$ cat src/rtl/mem_access_pkg.sv
// Shared widths, op codes, FSM states and bus payload for the memory-access stage.
package mem_access_pkg;

   localparam int unsigned REG_BUS       = 32;
   localparam int unsigned REG_ADDR_BUS  = 5;
   localparam int unsigned STALL_BUS     = 6;
   localparam int unsigned MEM_OP_BUS    = 4;
   localparam int unsigned STALL_MEM_BIT = 4;

   localparam logic STOP    = 1'b1;
   localparam logic NO_STOP = 1'b0;

   localparam logic [MEM_OP_BUS-1:0] OP_NONE = 4'd0;
   localparam logic [MEM_OP_BUS-1:0] OP_LB   = 4'd1;
   localparam logic [MEM_OP_BUS-1:0] OP_LBU  = 4'd2;
   localparam logic [MEM_OP_BUS-1:0] OP_LH   = 4'd3;
   localparam logic [MEM_OP_BUS-1:0] OP_LHU  = 4'd4;
   localparam logic [MEM_OP_BUS-1:0] OP_LW   = 4'd5;
   localparam logic [MEM_OP_BUS-1:0] OP_SB   = 4'd6;
   localparam logic [MEM_OP_BUS-1:0] OP_SH   = 4'd7;
   localparam logic [MEM_OP_BUS-1:0] OP_SW   = 4'd8;

   typedef enum logic [1:0] {
      ST_IDLE = 2'd0,
      ST_REQ  = 2'd1,
      ST_DONE = 2'd2
   } state_t;

   // Registered data-bus command held for the whole access.
   typedef struct packed {
      logic                 we;
      logic [REG_BUS-1:0]   addr;
      logic [3:0]           sel;
      logic [REG_BUS-1:0]   wdata;
   } dbus_cmd_t;

   function automatic logic is_mem_op(input logic [MEM_OP_BUS-1:0] op);
      return (op >= OP_LB) && (op <= OP_SW);
   endfunction

   function automatic logic is_store(input logic [MEM_OP_BUS-1:0] op);
      return (op >= OP_SB) && (op <= OP_SW);
   endfunction

   // Halfwords need addr[0] clear, words need addr[1:0] clear.
   function automatic logic is_misaligned(input logic [MEM_OP_BUS-1:0] op,
                                          input logic [1:0] addr_lo);
      case (op)
         OP_LH, OP_LHU, OP_SH: return addr_lo[0];
         OP_LW, OP_SW:         return addr_lo != 2'b00;
         default:              return 1'b0;
      endcase
   endfunction

   // Little-endian byte-lane enables.
   function automatic logic [3:0] lane_sel(input logic [MEM_OP_BUS-1:0] op,
                                           input logic [1:0] addr_lo);
      case (op)
         OP_LB, OP_LBU, OP_SB: return 4'b0001 << addr_lo;
         OP_LH, OP_LHU, OP_SH: return addr_lo[1] ? 4'b1100 : 4'b0011;
         OP_LW, OP_SW:         return 4'b1111;
         default:              return 4'b0000;
      endcase
   endfunction

   // Store data replicated across every lane the access could hit.
   function automatic logic [REG_BUS-1:0] store_data(input logic [MEM_OP_BUS-1:0] op,
                                                     input logic [REG_BUS-1:0] d);
      case (op)
         OP_SB:   return {4{d[7:0]}};
         OP_SH:   return {2{d[15:0]}};
         default: return d;
      endcase
   endfunction

endpackage

$ cat src/rtl/mem_load_align.sv
// Extracts the addressed byte/halfword/word from bus read data and extends it.
module mem_load_align
   import mem_access_pkg::*;
(
   input  logic [MEM_OP_BUS-1:0] op,
   input  logic [1:0]            addr_lo,
   input  logic [REG_BUS-1:0]    rdata,
   output logic [REG_BUS-1:0]    result
);

   logic [7:0]  byte_lane;
   logic [15:0] half_lane;

   // Select the addressed byte and halfword lanes.
   always_comb begin
      byte_lane = 8'h00;
      case (addr_lo)
         2'd0:    byte_lane = rdata[7:0];
         2'd1:    byte_lane = rdata[15:8];
         2'd2:    byte_lane = rdata[23:16];
         default: byte_lane = rdata[31:24];
      endcase
      half_lane = addr_lo[1] ? rdata[31:16] : rdata[15:0];
   end

   // Sign- or zero-extend according to the load type.
   always_comb begin
      result = '0;
      case (op)
         OP_LB:   result = {{24{byte_lane[7]}}, byte_lane};
         OP_LBU:  result = {24'h000000, byte_lane};
         OP_LH:   result = {{16{half_lane[15]}}, half_lane};
         OP_LHU:  result = {16'h0000, half_lane};
         OP_LW:   result = rdata;
         default: result = '0;
      endcase
   end

endmodule

$ cat src/rtl/mem_access.sv
// Memory-access pipeline stage: ALU pass-through plus single-outstanding load/store bus.
module mem_access
   import mem_access_pkg::*;
(
   input  logic                    clk,
   input  logic                    rst,
   input  logic [REG_ADDR_BUS-1:0] ex_waddr_reg_i,
   input  logic                    ex_we_reg_i,
   input  logic [REG_BUS-1:0]      ex_wdata_i,
   input  logic [MEM_OP_BUS-1:0]   ex_mem_op_i,
   input  logic [REG_BUS-1:0]      ex_mem_addr_i,
   input  logic [REG_BUS-1:0]      ex_store_data_i,
   input  logic [STALL_BUS-1:0]    stall,
   output logic [REG_ADDR_BUS-1:0] mem_waddr_reg_o,
   output logic                    mem_we_reg_o,
   output logic [REG_BUS-1:0]      mem_wdata_o,
   output logic                    stallreq_mem_o,
   output logic                    addr_err_o,
   output logic                    dbus_req_o,
   output logic                    dbus_we_o,
   output logic [31:0]             dbus_addr_o,
   output logic [3:0]              dbus_sel_o,
   output logic [31:0]             dbus_wdata_o,
   input  logic [31:0]             dbus_rdata_i,
   input  logic                    dbus_ack_i
);

   state_t             state, state_next;
   dbus_cmd_t          cmd_q;
   logic               req_q;
   logic [REG_BUS-1:0] data_q;
   logic [REG_BUS-1:0] load_result;
   logic               mem_op, misaligned;
   logic               issue, complete;
   logic               unused_stall_bits;

   assign mem_op            = is_mem_op(ex_mem_op_i);
   assign misaligned        = mem_op && is_misaligned(ex_mem_op_i, ex_mem_addr_i[1:0]);
   assign unused_stall_bits = ^{stall[STALL_BUS-1:STALL_MEM_BIT+1], stall[STALL_MEM_BIT-1:0]};

   mem_load_align u_load_align (
      .op      (ex_mem_op_i),
      .addr_lo (ex_mem_addr_i[1:0]),
      .rdata   (dbus_rdata_i),
      .result  (load_result)
   );

   // FSM state register.
   always_ff @(posedge clk or negedge rst) begin
      if (!rst) state <= ST_IDLE;
      else      state <= state_next;
   end

   // Next state, stall request and write-back triple.
   always_comb begin
      state_next      = state;
      issue           = 1'b0;
      complete        = 1'b0;
      stallreq_mem_o  = 1'b0;
      addr_err_o      = 1'b0;
      mem_waddr_reg_o = ex_waddr_reg_i;
      mem_we_reg_o    = ex_we_reg_i;
      mem_wdata_o     = ex_wdata_i;
      case (state)
         ST_IDLE: begin
            if (misaligned) begin
               addr_err_o   = 1'b1;
               mem_we_reg_o = 1'b0;
            end else if (mem_op) begin
               stallreq_mem_o = 1'b1;
               issue          = 1'b1;
               state_next     = ST_REQ;
            end
         end
         ST_REQ: begin
            stallreq_mem_o = 1'b1;
            if (dbus_ack_i) begin
               complete   = 1'b1;
               state_next = ST_DONE;
            end
         end
         ST_DONE: begin
            mem_wdata_o = data_q;
            if (stall[STALL_MEM_BIT] == NO_STOP) state_next = ST_IDLE;
         end
         default: state_next = ST_IDLE;
      endcase
   end

   // Bus command issue on entry to REQ; result capture on ack.
   always_ff @(posedge clk or negedge rst) begin
      if (!rst) begin
         req_q  <= 1'b0;
         cmd_q  <= '0;
         data_q <= '0;
      end else if (issue) begin
         req_q       <= 1'b1;
         cmd_q.we    <= is_store(ex_mem_op_i);
         cmd_q.addr  <= {ex_mem_addr_i[31:2], 2'b00};
         cmd_q.sel   <= lane_sel(ex_mem_op_i, ex_mem_addr_i[1:0]);
         cmd_q.wdata <= store_data(ex_mem_op_i, ex_store_data_i);
      end else if (complete) begin
         req_q  <= 1'b0;
         data_q <= is_store(ex_mem_op_i) ? ex_wdata_i : load_result;
      end
   end

   assign dbus_req_o   = req_q;
   assign dbus_we_o    = cmd_q.we;
   assign dbus_addr_o  = cmd_q.addr;
   assign dbus_sel_o   = cmd_q.sel;
   assign dbus_wdata_o = cmd_q.wdata;

endmodule

$ cat config.mk
export PLATFORM = sky130hd
export DESIGN_NAME = mem_access
export DESIGN_NICKNAME = d
export VERILOG_FILES = /design/src/rtl/mem_access_pkg.sv /design/src/rtl/mem_load_align.sv /design/src/rtl/mem_access.sv
export SDC_FILE = /design/constraint.sdc
export NUM_CORES = 1
export LEC_CHECK = 0
export CAP_MARGIN = 25
export CORE_ASPECT_RATIO = 1.5
export CORE_MARGIN = 2
export CORE_UTILIZATION = 46
export DETAILED_ROUTE_END_ITERATION = 10
export GPL_ROUTABILITY_DRIVEN = 0
export MAX_ROUTING_LAYER = met4
export PLACE_DENSITY = 0.94
export SYNTH_ARGS = -nofsm -noshare
export SYNTH_HDL_FRONTEND = slang
export SYNTH_SLANG_ARGS = --single-unit
$ cat constraint.sdc
create_clock -name clk -period 4.04 [get_ports clk]
set_clock_uncertainty 0.2 [all_clocks]
set_input_delay 0.404 -clock clk [delete_from_list [all_inputs] [get_ports clk]]
set_output_delay 0.404 -clock clk [all_outputs]
set_load 0.03 [all_outputs]
==> summary.txt, run 1 <==
Run status
  – Outcome: finished clean

Die
  – # rows: 50
  – Die width: 96.1 um
  – Initial cell density of the core: 0.471
  – Die area: 13,700 um^2
  – Die Y: 142 um
  – I/O Pins: 257
  – Core ar.: 12,400 um^2

Placed design
  – Placed cells: 830
  – Post-DP HPWL: 13.4 mm
  – Port-buffer cells: 239

Global route
  – First-pass GRT wire length: 27.0 mm
  – Tot GR Track Use: 0.268
  – Total gr overflow: 0
  – Vias in the first global route: 5,210
  – Initial antenna violation count: 0
  – Pin count of the biggest net entering global routing: 50

Yosys
  – Complex-gate fraction of the synthesized area: 0.124
  – Synthesized area: 5860 um^2
  – Flops & latches, synth: 102
  – Main combinational cell family by area after synthesis: multiplexers
  – Number of flops mapped to enable cells by yosys: 0
  – Ys flop type: dfrtp_1
  – Post-synthesis xor/xnor area fraction: 0.00150
  – Warnings from Yosys: 0
  – Distinct cells, synth: 50
  – Async set-or-reset flop fraction in the synthesized netlist: 1.00
  – Synth Area in Adders: 0.00342
  – Synthesized area per cell: 12.7 um^2
  – Seq/Total Area, Yosys: 0.436
  – Synth Area in Simple Gates: 0.0598
  – Fraction of synthesized area in multiplexers: 0.302
  – Gate Count Post-Synth: 460

CTS
  – CTS Root Cell: clkbuf_16
  – Reg clk slew, reported paths: 0.06 ns
  – CTS Buf Count: 9
  – CTS H-Tree Depth: 3
  – Max clock buf depth: 2
  – Skew-Pair Late Insertion Delay: 0.33 ns
  – Gates resized, CTS repair: 0
  – CTS Sinks: 102
  – TritonCTS clock tree: built

Setup path
  – CP Launch Type: primary input
  – Crit path DAT: 2.94 ns
  – Worst path required time: 3.44 ns
  – Worst setup EP type: output port
  – Worst Path Max Fanout: 12
  – WS Path Type: in -> out

Routing
  – Routed vias/inst: 5.65
  – Starting DRT DRC Count: 114
  – DR DRC count: 0
  – DR WL/cell: 21.1 um
  – Drt first pass iters: 5
  – Antenna viol nets, final: 0
  – Routed wire length: 17.8 mm
  – Via count: 4,780

Layout
  – Final Non-Filler Cells: 846
  – Share of cells above drive strength 1: 0.223
  – Fillers: 895
  – Most frequent cells in the layout: clkdlybuf4s50_1 (237), dfrtp_1 (102), mux2_4 (55)
  – Nets: 833
  – # diodes: 0
  – Multi-input gate area: 2890 um^2
  – Layout area overhead: 46.1%
  – Sequential Area: 2550 um^2
  – Commonest non-fill, non-tap cell in the layout: clkdlybuf4s50_1

Power and ir drop
  – Clock power share: 0.138
  – Internal: 3.80 mW
  – Lkg Pwr: 3.55 nW
  – Sw Ratio: 0.392
  – Pwr/cell area: 730 nW/um^2
  – Combinational fraction of design power: 0.564
  – Sequential group share of total power: 0.298
  – Switching power: 2.45 mW
  – Maximum vdd drop: 0.465 mV

Job
  – Max-Cap Viols: 0

STA
  – RSZ-0062 raised after global routing: no
  – Max Slew Vio Count: 0
  – Fmax: 282 MHz
  – Setup tns final: 0 ns
  – # setup viols final: 0
  – Final worst path period share: 0.878
  – Worst Tran Pin Value: 1.08 ns
  – Final Hold Slack: 0.280 ns
  – Rel. slew slack: 0.278
  – Final hold violations: 0
  – Minimum clock period: 3.55 ns

Min path
  – Hold crit path type: reg -> reg
[worst max-delay path: stages]
cell,delay [ns]
clkdlybuf4s50_1,0.65
o31a_1,0.39
or4_1,0.41
a31oi_1,0.33
clkdlybuf4s50_1,0.75
[per-stage QoR]
stage           util  area (um^2)  total power [mW]  setup slack [ns]
2_1_floorplan      -         5860              4.07              1.46
3_3_place_gp   0.661         8230              5.28             0.559
3_5_place_dp   0.663         8260              5.40             0.562
4_1_cts        0.687         8560              6.29             0.541
5_1_grt        0.687         8560              6.53             0.422
6_report       0.687         8560              6.25             0.492
[logic make-up after synthesis]
| group | Yosys count |
|---|---|
| and+or+nand+nor | 68 |
| xor gates and xnor gates | 1 |
| DFF | 102 |
| muxes | 133 |
| AOI/OAI and AO/OA | 96 |
| buffers and inverters | 57 |
| adders and majority gates | 2 |
| other | 1 |
[final cells by class]
type | count | area share
clock buffer | 12 | 0.0288
timing repair buffer | 255 | 0.300
inverter | 16 | 0.00702
tap | 156 | 0.0228
multi-input combinational | 302 | 0.338
sequential | 102 | 0.298
clock inverter | 3 | 0.00526
[per-layer routing]
| layer | wire (um) | vias up | track usage |
|---|---|---|---|
| li1 | - | 2154 | - |
| met1 | 6380 | 2309 | 0.292 |
| met2 | 9090 | 258 | 0.448 |
| met3 | 1310 | 59 | 0.0445 |
| met4 | 1060 | 0 | 0.161 |
| met5 | 0 | - | - |
[synthesized netlist by cell type (2+ instances only)]
cell type | n | area (um^2)
o22a_1 | 16 | 140
dfrtp_1 | 102 | 2550
a22o_1 | 16 | 140
and3_1 | 7 | 43.8
maj3_1 | 2 | 20.0
mux2_4 | 55 | 826
nand3_1 | 10 | 50.1
buf_4 | 10 | 75.1
a22oi_1 | 8 | 60.1
nor2_1 | 30 | 113
mux2_2 | 49 | 552
buf_2 | 3 | 15.0
mux2i_1 | 21 | 210
o31ai_1 | 2 | 15.0
a31oi_1 | 17 | 106
mux4_2 | 8 | 180
a21oi_1 | 20 | 100
clkbuf_8 | 3 | 41.3
a221oi_1 | 8 | 70.1
clkbuf_1 | 13 | 48.8
nand2b_1 | 2 | 12.5
nor2b_1 | 4 | 25.0
buf_12 | 6 | 120
inv_1 | 15 | 56.3
nand2_1 | 3 | 11.3
buf_6 | 6 | 67.6
[power groups by stage]
| stage | Combinational [mW] | Sequential [mW] | Clock (mW) |
|---|---|---|---|
| floorplan | 1.58 | 2.49 | 0 |
| global placement | 3.45 | 1.83 | 0 |
| detailed placement | 3.54 | 1.86 | 0 |
| CTS | 3.55 | 1.87 | 0.878 |
| global route | 3.69 | 1.92 | 0.915 |
| finish | 3.52 | 1.86 | 0.862 |
[timing repair]
item	CTS	global route
setup endpoints to repair	0	0
endpoints found under the hold margin	39	0
setup buffers	0	0
hold buffers	1	0
[final timing paths]
kind	start	end	slack (ns)	cells past startpoint
worst max-delay path	ex_mem_op_i[2]	addr_err_o	0.49	5
max in group asynchronous	rst	state[1]	2.33	4
worst min-delay path	dbus_req_o	dbus_req_o	0.28	1
worst min register to register	dbus_req_o	dbus_req_o	0.28	1
min in group asynchronous	rst	dbus_addr_o[19]	0.39	2
worst max register to register	state[0]	dbus_addr_o[21]	1.70	4
[flip-flops by register name, summed over array words and instances (netlist names)]
| signal | flops |
|---|---|
| data_q | 32 |
| dbus_wdata_o | 32 |
| dbus_addr_o | 30 |
| dbus_sel_o | 4 |
| state | 2 |
| dbus_req_o | 1 |
| dbus_we_o | 1 |
No activity file was read; power rests on OpenSTA's default activity.
==> run 2, diff against run 1 <==
- CAP_MARGIN: 25 -> 15
==> run 2 against run 1 <==
- wire length up 0.14%
- worst hold slack about the same
- first-iteration DRC count up 63%
- sequential share of layout area about the same
- critical path type unchanged
- register-to-register slack better by 0.02 ns
- largest power group unchanged
==> summary.txt, run 2 (synthesis gave the netlist of run 1 again) <==
Run status
  – Outcome: finished clean

Min path
  – Worst Hold Path Cells: 1
  – Hold crit path type: reg -> reg

Layout
  – Final Core Density: 0.686
  – Most frequent cells in the layout: clkdlybuf4s50_1 (237), dfrtp_1 (102), mux2_4 (55)
  – Final Non-Filler Cells: 847
  – Nets: 833
  – Commonest non-fill, non-tap cell in the layout: clkdlybuf4s50_1
  – Layout area overhead: 45.8%
  – Post-route design area: 8540 um^2
  – Share of cells above drive strength 1: 0.226
  – # diodes: 0

CTS
  – CTS H-Tree Depth: 3
  – Postcts setup bufs: 0
  – CTS Root Cell: clkbuf_16
  – Gates resized, CTS repair: 0
  – TritonCTS clock tree: built
  – Reg clk slew, reported paths: 0.06 ns
  – Skew-Pair Late Insertion Delay: 0.33 ns
  – CTS Sinks: 102
  – CTS Buf Count: 9
  – Max clock buf depth: 2

Setup path
  – Worst setup EP type: output port
  – CP Launch Type: primary input
  – WS Path Type: in -> out
  – Worst path required time: 3.44 ns
  – Crit path DAT: 2.94 ns
  – R2R Setup Slk: 1.72 ns
  – Reg2reg path depth: 4
  – Worst Path Max Fanout: 12

STA
  – Setup tns final: 0 ns
  – RSZ-0062 raised after global routing: no
  – Rel. slew slack: 0.283
  – Final worst path period share: 0.878
  – Final WS setup: 0.494 ns
  – Worst Tran Pin Value: 1.08 ns
  – Minimum clock period: 3.55 ns
  – Fmax: 282 MHz
  – Max Slew Vio Count: 0
  – Final hold violations: 0
  – # setup viols final: 0
  – Final Hold Slack: 0.280 ns

Die
  – Die width: 96.1 um
  – I/O Pins: 257
  – Initial cell density of the core: 0.471
  – Core ar.: 12,400 um^2
  – Die Y: 142 um
  – # rows: 50
  – Die area: 13,700 um^2

Power and ir drop
  – Pwr/cell area: 725 nW/um^2
  – Lkg Pwr: 3.55 nW
  – Switching power: 2.45 mW
  – Clock power share: 0.131
  – Internal: 3.74 mW
  – Combinational fraction of design power: 0.568
  – Maximum vdd drop: 0.485 mV
  – Sw Ratio: 0.396
  – Total power: 6.19 mW
  – Sequential group share of total power: 0.301

Routing
  – Routed wire length: 17.9 mm
  – Drt first pass iters: 6
  – Routed vias/inst: 5.74
  – Starting DRT DRC Count: 186
  – Antenna viol nets, final: 0
  – DR WL/cell: 21.1 um
  – DR DRC count: 0
  – Via count: 4,866

Placed design
  – Placement Cell Area: 8230 um^2
  – Port-buffer cells: 239
  – Post-Place Worst Slack: 0.546 ns
  – Placed cells: 829
  – Post-DP HPWL: 13.3 mm

Global route
  – First-pass GRT wire length: 26.8 mm
  – Initial antenna violation count: 0
  – Tot GR Track Use: 0.265
  – Total gr overflow: 0
  – Vias in the first global route: 5,197
  – Pin count of the biggest net entering global routing: 89

Job
  – Max-Cap Viols: 0
## run 2: cell count changes in the layout (fill, tap and decap cells not counted), sizes merged
cell,delta
bufinv,-1
clkbuf,-1
clkinv,+4
clkinvlp,-1
## run 2: path summary, 6_finish.rpt
| check | endpoint | startpoint |
|---|---|---|
| max | addr_err_o | ex_mem_op_i[2] |
| min | dbus_req_o | dbus_req_o |
| max reg2reg | dbus_addr_o[29] | state[0] |
| min reg2reg | dbus_req_o | dbus_req_o |
| max in group asynchronous | state[0] | rst |
| min in group asynchronous | dbus_addr_o[19] | rst |
## run 2: worst max-delay path, stage by stage
cell             delay [ns]
clkdlybuf4s50_1        0.64
o31a_1                 0.38
or4_1                  0.41
a31oi_1                0.34
clkdlybuf4s50_1        0.75
## run 2: layout make-up
type | count | area, um^2
Fill cell | 886 | 3910
Multi-Input combinational cell | 302 | 2890
Timing Repair Buffer | 255 | 2570
Sequential cell | 102 | 2550
Clock buffer | 11 | 243
Tap cell | 156 | 195
Inverter | 16 | 60.1
Clock inverter | 5 | 35.0
## run 2: power by group through the flow
stage               Combinational [mW]  Sequential (mW)  Clock, mW
finish                            3.52             1.86      0.810
detailed placement                3.53             1.86          0
CTS                               3.55             1.86      0.830
global route                      3.69             1.92      0.866
floorplan                         1.58             2.49          0
global placement                  3.45             1.83          0
## run 2: routing by layer
layer	part of all wire	vias up	GRT usage
met2	0.52	281	0.447
met3	0.077	64	0.0466
met4	0.059	0	0.166
met1	0.35	2365	0.281
met5	0	-	-
li1	-	2156	-
## run 2: timing repair
action / 4_1_cts / 5_1_grt
hold endpoints to repair: 0 / 34
setup endpoints to repair: 0 / 0
hold buffers: 0 / 1
==> run 3, diff against run 2 <==
- CORE_UTILIZATION: 46 -> 47
- CTS_BUF_LIST: unset -> sky130_fd_sc_hd__clkbuf_8
- CTS_CLUSTER_SIZE: unset -> 25
- PLACE_DENSITY: 0.94 -> 0.95
==> run 3 against run 2 <==
- register-to-register slack lost 0.24 ns
- clock power shrank 23%
- power shrank 3.2%
- largest cell class unchanged
- critical path type unchanged
- highest routed layer unchanged
- combinational power is essentially flat
- utilization shrank 0.28 points
- sequential power is essentially flat
- global-route usage grew 0.86 points
- critical path depth grew 1
- sequential cell count is the same
==> summary.txt, run 3 (synthesis gave the netlist of run 1 again) <==
STA
  – Minimum clock period: 3.47 ns
  – Worst Tran Pin Value: 1.04 ns
  – Setup tns final: 0 ns
  – Max Slew Vio Count: 0
  – RSZ-0062 raised after global routing: no
  – Final worst path period share: 0.860
  – # setup viols final: 0
  – Final Hold Slack: 0.00526 ns
  – Final hold violations: 0
  – Fmax: 288 MHz
  – Final WS setup: 0.567 ns
  – Rel. slew slack: 0.308

Setup path
  – Worst path required time: 3.44 ns
  – CP Launch Type: primary input
  – Crit path DAT: 2.87 ns
  – Worst setup EP type: output port
  – CP Cell Sequence: clkdlybuf4s50_1 > o31a_1 > or4_1 > and4b_4 > o21ba_2 > buf_12
  – Crit-path slowest cell: clkdlybuf4s50_1
  – WS Path Type: in -> out
  – Worst Path Max Fanout: 19
  – Slowest stage delay, CP: 0.66 ns

Global route
  – Pin count of the biggest net entering global routing: 79
  – Vias in the first global route: 5,352
  – First-pass GRT wire length: 27.5 mm
  – Initial antenna violation count: 0
  – Tot GR Track Use: 0.274
  – Total gr overflow: 0

CTS
  – Hold Buf Count CTS: 0
  – CTS Buf Count: 9
  – CTS Root Cell: clkbuf_8
  – Postcts setup bufs: 0
  – CTS H-Tree Depth: 3
  – Reg clk slew, reported paths: 0.10 ns
  – CTS Sinks: 102
  – Gates resized, CTS repair: 0
  – TritonCTS clock tree: built
  – Skew-Pair Late Insertion Delay: 0.35 ns
  – Max clock buf depth: 2

Run status
  – Outcome: finished clean

Layout
  – Share of cells above drive strength 1: 0.225
  – Layout area overhead: 43.8%
  – Most frequent cells in the layout: clkdlybuf4s50_1 (236), dfrtp_1 (102), mux2_4 (55)
  – # diodes: 0
  – Fillers: 903
  – Commonest non-fill, non-tap cell in the layout: clkdlybuf4s50_1
  – Nets: 832

Die
  – Core ar.: 12,300 um^2
  – # rows: 50
  – I/O Pins: 257
  – Initial cell density of the core: 0.475
  – Die area: 13,400 um^2
  – Die width: 95.2 um
  – Die Y: 141 um

Routing
  – DR DRC count: 0
  – Via count: 4,881
  – Antenna viol nets, final: 0
  – DR WL/cell: 21.2 um
  – Routed vias/inst: 5.78
  – Starting DRT DRC Count: 310
  – Routed wire length: 17.9 mm
  – Drt first pass iters: 5

Power and ir drop
  – Lkg Pwr: 3.49 nW
  – Pwr/cell area: 712 nW/um^2
  – Switching power: 2.42 mW
  – Internal: 3.58 mW
  – Clock power share: 0.104
  – Maximum vdd drop: 0.510 mV
  – Sequential group share of total power: 0.309
  – Sw Ratio: 0.403
  – Combinational fraction of design power: 0.588

Placed design
  – Post-DP HPWL: 13.3 mm
  – Port-buffer cells: 239
  – Post-Place Worst Slack: 0.580 ns

Job
  – Max-Cap Viols: 0

Min path
  – Hold crit path type: in -> async
-- run 3: layout make-up --
| class | count | area [um^2] | share of cell area |
|---|---|---|---|
| timing repair buffer | 254 | 2550 | 0.302 |
| multi-input combinational | 302 | 2890 | 0.343 |
| tap | 156 | 195 | 0.0232 |
| inverter | 16 | 60.1 | 0.00713 |
| clock buffer | 9 | 124 | 0.0147 |
| clock inverter | 5 | 53.8 | 0.00639 |
| sequential | 102 | 2550 | 0.303 |
-- run 3: worst max-delay path: cells and delay by family --
family / cells / cell delay [ns]
AO/OA/AOI/OAI: 2 / 0.62
buffers and inverters: 2 / 0.78
AND/OR/NAND/NOR: 2 / 1.06
-- run 3: final timing paths --
| kind | from | end | slack (ns) | cells after the start |
|---|---|---|---|---|
| hold / removal | rst | data_q[8] | 0.005 | 1 |
| setup reg to reg | state[0] | dbus_wdata_o[10] | 1.48 | 4 |
| min in group clk | dbus_req_o | dbus_req_o | 0.29 | 1 |
| hold reg to reg | dbus_req_o | dbus_req_o | 0.29 | 1 |
| max in group asynchronous | rst | dbus_wdata_o[11] | 2.73 | 2 |
| setup / recovery | ex_mem_op_i[2] | stallreq_mem_o | 0.57 | 6 |
-- run 3: power by group through the flow --
stage / registers (mW) / clock network [mW] / logic (mW)
2_1_floorplan: 2.49 / 0 / 1.58
3_5_place_dp: 1.85 / 0 / 3.54
6_report: 1.85 / 0.623 / 3.52
3_3_place_gp: 1.83 / 0 / 3.45
4_1_cts: 1.85 / 0.644 / 3.55
5_1_grt: 1.91 / 0.680 / 3.69
-- run 3: through the flow --
stage | instances | cell area, um^2 | power (mW) | util
2_1_floorplan | 461 | 5860 | 4.07 | -
3_3_place_gp | 830 | 8250 | 5.27 | 0.669
3_5_place_dp | 830 | 8250 | 5.39 | 0.669
4_1_cts | 844 | 8420 | 6.04 | 0.683
5_1_grt | 844 | 8420 | 6.28 | 0.683
6_report | 844 | 8420 | 6.00 | 0.683
-- run 3: per-layer routing --
layer,part of all wire,routed length (um),track usage
met1,0.35,6280,0.295
met2,0.51,9130,0.458
met3,0.077,1380,0.0572
met4,0.060,1070,0.159
met5,0,0,-
